===== src/rtl/k_loop_filter.sv =====
// K-modulus random-walk loop filter for the DPLL.
// Two independent modulo-2^kEff counters (74297 style) turn the phase
// detector's up/down level into single-cycle carry (advance) and borrow
// (retard) pulses for the downstream increment/decrement counter. The
// modulus exponent is selectable at run time and clamped to [3, KW].
module k_loop_filter #(
  parameter int KW     = 8,
  parameter int K_INIT = 4,
  parameter bit SYNC   = 1'b1
) (
  input  logic          clk,
  input  logic          reset,
  input  logic          en,
  input  logic          dnUp,
  input  logic [3:0]    kSel,
  output logic          carry,
  output logic          borrow,
  output logic [KW-1:0] upCount,
  output logic [KW-1:0] dnCount,
  output logic [3:0]    kEff
);

  // Reset value of the modulus exponent, already clamped to the legal range.
  localparam int         KINIT_CLAMPED = (K_INIT < 3) ? 3 : ((K_INIT > KW) ? KW : K_INIT);
  localparam logic [3:0] KEFF_RST      = 4'(KINIT_CLAMPED);

  // Clamp a requested exponent to [3, KW]; the smallest modulus is 8.
  function automatic logic [3:0] clamp_k(input logic [3:0] k);
    logic [3:0] res;
    if (k < 4'd3) begin
      res = 4'd3;
    end else if (int'(k) > KW) begin
      res = 4'(KW);
    end else begin
      res = k;
    end
    return res;
  endfunction

  logic          w_d;
  logic [3:0]    w_kReq;
  logic [KW-1:0] w_term;

  logic          r_carry;
  logic          r_borrow;
  logic [KW-1:0] r_up;
  logic [KW-1:0] r_dn;
  logic [3:0]    r_kEff;

  // Direction source: either re-timed through two flops or taken directly.
  generate
    if (SYNC) begin : g_sync
      logic r_sync1;
      logic r_sync2;

      // Two-flop synchronizer for the asynchronous phase-detector level.
      always_ff @(posedge clk or negedge reset) begin
        if (!reset) begin
          r_sync1 <= 1'b0;
          r_sync2 <= 1'b0;
        end else begin
          r_sync1 <= dnUp;
          r_sync2 <= r_sync1;
        end
      end

      assign w_d = r_sync2;
    end else begin : g_nosync
      assign w_d = dnUp;
    end
  endgenerate

  assign w_kReq = clamp_k(kSel);

  // Terminal count M-1. When kEff equals KW the shift falls off the top and
  // the subtraction wraps to all ones, which is exactly 2^KW - 1.
  assign w_term = (KW'(1) << r_kEff) - KW'(1);

  // Modulus update, counting and pulse generation, in priority order:
  // modulus change, counting on the selected side, idle.
  always_ff @(posedge clk or negedge reset) begin
    if (!reset) begin
      r_up     <= '0;
      r_dn     <= '0;
      r_carry  <= 1'b0;
      r_borrow <= 1'b0;
      r_kEff   <= KEFF_RST;
    end else if (w_kReq != r_kEff) begin
      // New modulus: restart both walks from zero, enable is ignored.
      r_kEff   <= w_kReq;
      r_up     <= '0;
      r_dn     <= '0;
      r_carry  <= 1'b0;
      r_borrow <= 1'b0;
    end else if (en) begin
      if (!w_d) begin
        if (r_up == w_term) begin
          r_up    <= '0;
          r_carry <= 1'b1;
        end else begin
          r_up    <= r_up + KW'(1);
          r_carry <= 1'b0;
        end
        r_borrow <= 1'b0;
      end else begin
        if (r_dn == w_term) begin
          r_dn     <= '0;
          r_borrow <= 1'b1;
        end else begin
          r_dn     <= r_dn + KW'(1);
          r_borrow <= 1'b0;
        end
        r_carry <= 1'b0;
      end
    end else begin
      r_carry  <= 1'b0;
      r_borrow <= 1'b0;
    end
  end

  assign carry   = r_carry;
  assign borrow  = r_borrow;
  assign upCount = r_up;
  assign dnCount = r_dn;
  assign kEff    = r_kEff;

endmodule


===== config.mk =====
export PLATFORM = sky130hd
export DESIGN_NAME = k_loop_filter
export DESIGN_NICKNAME = d
export VERILOG_FILES = /design/src/rtl/k_loop_filter.sv
export SDC_FILE = /design/constraint.sdc
export NUM_CORES = 1
export LEC_CHECK = 0
export BUFFER_PORTS_ARGS = -buffer_cell sky130_fd_sc_hd__buf_2
export CORE_MARGIN = 3
export CORE_UTILIZATION = 45
export DETAILED_ROUTE_END_ITERATION = 8
export GPL_TIMING_DRIVEN = 0
export HOLD_SLACK_MARGIN = 0.08
export PLACE_DENSITY_LB_ADDON = 0.12
export SLEW_MARGIN = 20
export SYNTH_ARGS = -nofsm -noshare
export SYNTH_HDL_FRONTEND = slang
export SYNTH_SLANG_ARGS = --single-unit

===== constraint.sdc =====
create_clock -name clk -period 3.98 [get_ports clk]
set_clock_uncertainty 0.1 [all_clocks]
set_input_delay 0 -clock clk [delete_from_list [all_inputs] [get_ports clk]]
set_output_delay 0 -clock clk [all_outputs]
set_load 0.1 [all_outputs]

==> impl_results.md <==
* Post-DP HPWL at roughly 3.5 mm
* Gate Count Post-Synth at 233
* Initial Util at around 49%
* Layout Cells excl Fill at around 320
* Number of DRC markers in iteration 0 at 117
* CTS Buffer Depth at 2
* Comb pwr share at 20.6%
* Delay-heaviest family, CP: compound AO/OA/AOI/OAI gates
* Peak per-stage delay on the critical path at just under 600 ps
* Final estimated routing congestion in global placement at between 0.8 and 0.9
* Max IR drop VDD at around 0.23 mV
* RSZ-0062 raised after global routing: no
* Die area at 4960 um^2
* Inserted Clock Buffers at 3
* Reg2reg start: kEff[0]
* Final period util at approximately four fifths
* Sequential area share after synthesis at between 30% and 40%
* EDFF count, synth at 0
* Layout Nets at approximately 290
* Number of synthesized register bits at 24
* Top area cells in the synthesized netlist: dfrtp_1, nand3_1, nand2_1
* CP Launch Point: kEff[0]
* Synth-to-Final Area Change at 19.1%
* Post-CTS Resized at 0
* Critical-path maximum fanout at 10
* Worst path slowest cell: or4_4
* Final worst slack at 830 ps
* Main flop type after synthesis: dfrtp_1
* Final hold vios at 0
* Tmin final at between 3000 and 4000 ps
* Synth Warn # at 0
* Total track usage at around a fifth
* Switch share at roughly 29%
* Routed vias at 1876
* Async S/R FF share, synth at 100%
* R2r endpoint: upCount[2]
* Vias per inst at about 6
* Clk_lat worst skew at 270 ps
* First-pass GRT wire length at ~8.3 mm
* Hold Path Class: primary input to async pin
* Static leakage at roughly 0.90 nW
* Maxcap violations at 0
* # fillers at approximately 350
* Status: finished, final reports clean
* Vias in the first global route at 1659
* Register-to-register setup slack at 830 ps
* Core area at 3830 um^2
* Slew Limit Fails at 0
* Post-CTS Setup Bufs at 0
* Critical Path RT at roughly 4000 ps
* Crit end category: flip-flop
* Worst slack, placed at slightly below 900 ps
* Diode count at 0
* Pin count of the biggest net entering global routing at 25
* Gr ovfl total at 0
* Initial antenna violation count at 0
* Power Dens Cells at 266 nW/um^2
* Routed wire per std cell at around 15 um
* Net Switching at 0.172 mW
* Share of cells above drive strength 1 at between 10% and 20%
* CTS tree: yes
* Synth cell types at 45
* CTS Hold Buffers Added at 8
* Seq pwr share at between 40% and 50%
* Die width at just over 70 um
* Commonest non-fill, non-tap cells in the layout: buf_2, nand2_1, dfrtp_1, nand3_1, nor3_1
* Worst Tran Pin Value at 747 ps
* FF-to-FF path depth at 10
* Int Power at around 0.42 mW
* Syn Nets at 244
* Classification of the worst setup path: flip-flop to flip-flop
* CTS clk-pin slew, worst paths at roughly 90 ps
* Commonest non-fill, non-tap cell in the layout: buf_2
* Final ANT Viol Nets at 0
* Final setup violation count at 0
* Row count at 22
* Dpl cells at a little over 300
* Avg Inst Size Synth at about 8 um^2
* Synth Cell Area at roughly 1900 um^2
* Worst setup SP type: flip-flop
* Buffers & Inverters on Critical Path at 2
* # IOs at 30
* # clock sinks at 24
* Post-synth top area share at between 30% and 40%
* IO Port Bufs at 29
* CP most frequent cell: buf_2
* DR DRC count at 0
* Root Buffer: clkbuf_8
* Slew margin rel. at between 40 and 50%
* TNS Setup at 0 ps
* Clock power frac at ~37%
* WL final at 4.89 mm
* Die height at 70.5 um
* Synth area leader: dfrtp_1
* Worst EP arrival at about 3200 ps
* TritonRoute pass-1 iters at 4
* FMAX at between 300 and 400 MHz
* H-tree Lvls at 1
* Crit path cell chain: or4_4 > ha_1 > buf_2 > buf_2 > nor3_1 > a311oi_1 > o2111ai_1 > nand2_1 > o31ai_1 > o211ai_1
* WHS at approximately 160 ps
## power by group through the flow
stage	clock network, mW	logic [mW]	registers (mW)
after floorplan	0	0.0650	0.276
after global placement	0	0.115	0.256
after detailed placement	0	0.115	0.257
after CTS	0.223	0.122	0.252
after global routing	0.231	0.134	0.253
final	0.219	0.122	0.252
## metrics by stage
stage	area [um^2]	util [%]	total power [mW]
after floorplan	1870	-	0.341
after global placement	2070	54.2	0.371
after detailed placement	2070	54.2	0.372
after CTS	2230	58.2	0.597
after global routing	2230	58.2	0.617
final	2230	58.2	0.593
## registers in the layout, summed over array words and instances (netlist names)
signal / cells
kEff: 4
upCount: 8
g_sync.r_sync1: 1
carry: 1
dnCount: 8
borrow: 1
g_sync.r_sync2: 1
## kinds of logic after synthesis
logic type | after synthesis | share of synthesized area (%)
AOI/OAI and AO/OA | 63 | 25.0
xor gates and xnor gates | 10 | 4.69
adders and majority gates | 3 | 2.01
buffers and inverters | 30 | 6.76
DFF | 24 | 32.2
and+or+nand+nor | 103 | 29.4
## Yosys cell counts, types with 4 or more instances
cell and instances:
inv_1 6, nor2_1 7, a21oi_1 13, xnor2_1 8, nand3_1 21, nand2b_1 5
clkbuf_1 13, o211ai_1 8, nand2_1 23, o32ai_1 4, o221ai_1 4, and2_1 6
or3_1 4, nor2b_1 4, dfrtp_1 23, buf_2 11, nor4_1 4, nor3_1 14
o21ai_0 9, o2111ai_1 4
## worst max-delay path by stage
| stage | endpoint | slack, ps | cells past startpoint |
|---|---|---|---|
| 2_1_floorplan | dnCount[2] | 630 | 12 |
| 3_3_place_gp | upCount[2] | 840 | 10 |
| 3_5_place_dp | upCount[2] | 890 | 10 |
| 4_1_cts | upCount[2] | 870 | 10 |
| 5_1_grt | upCount[2] | 520 | 10 |
| 6_report | upCount[2] | 830 | 10 |
## final cells by class
cell class                 instances  area (um^2)  share of cell area, %
clock buffer                       3         41.3                   1.85
inverter                           6         22.5                   1.01
sequential                        24          602                   27.0
tap                               48         60.1                   2.70
buffer                            24          104                   4.67
timing repair buffer              37          225                   10.1
clock inverter                     1         30.0                   1.35
multi-input combinational        179         1140                   51.3
## per-layer routing
metal | share of wire, % | GRT usage (%)
met1 | 50 | 31.9
met2 | 44 | 29.5
met3 | 4.8 | 2.16
met4 | 0.98 | 4.04
met5 | 0 | 0
(Power assumes the default switching activity.)
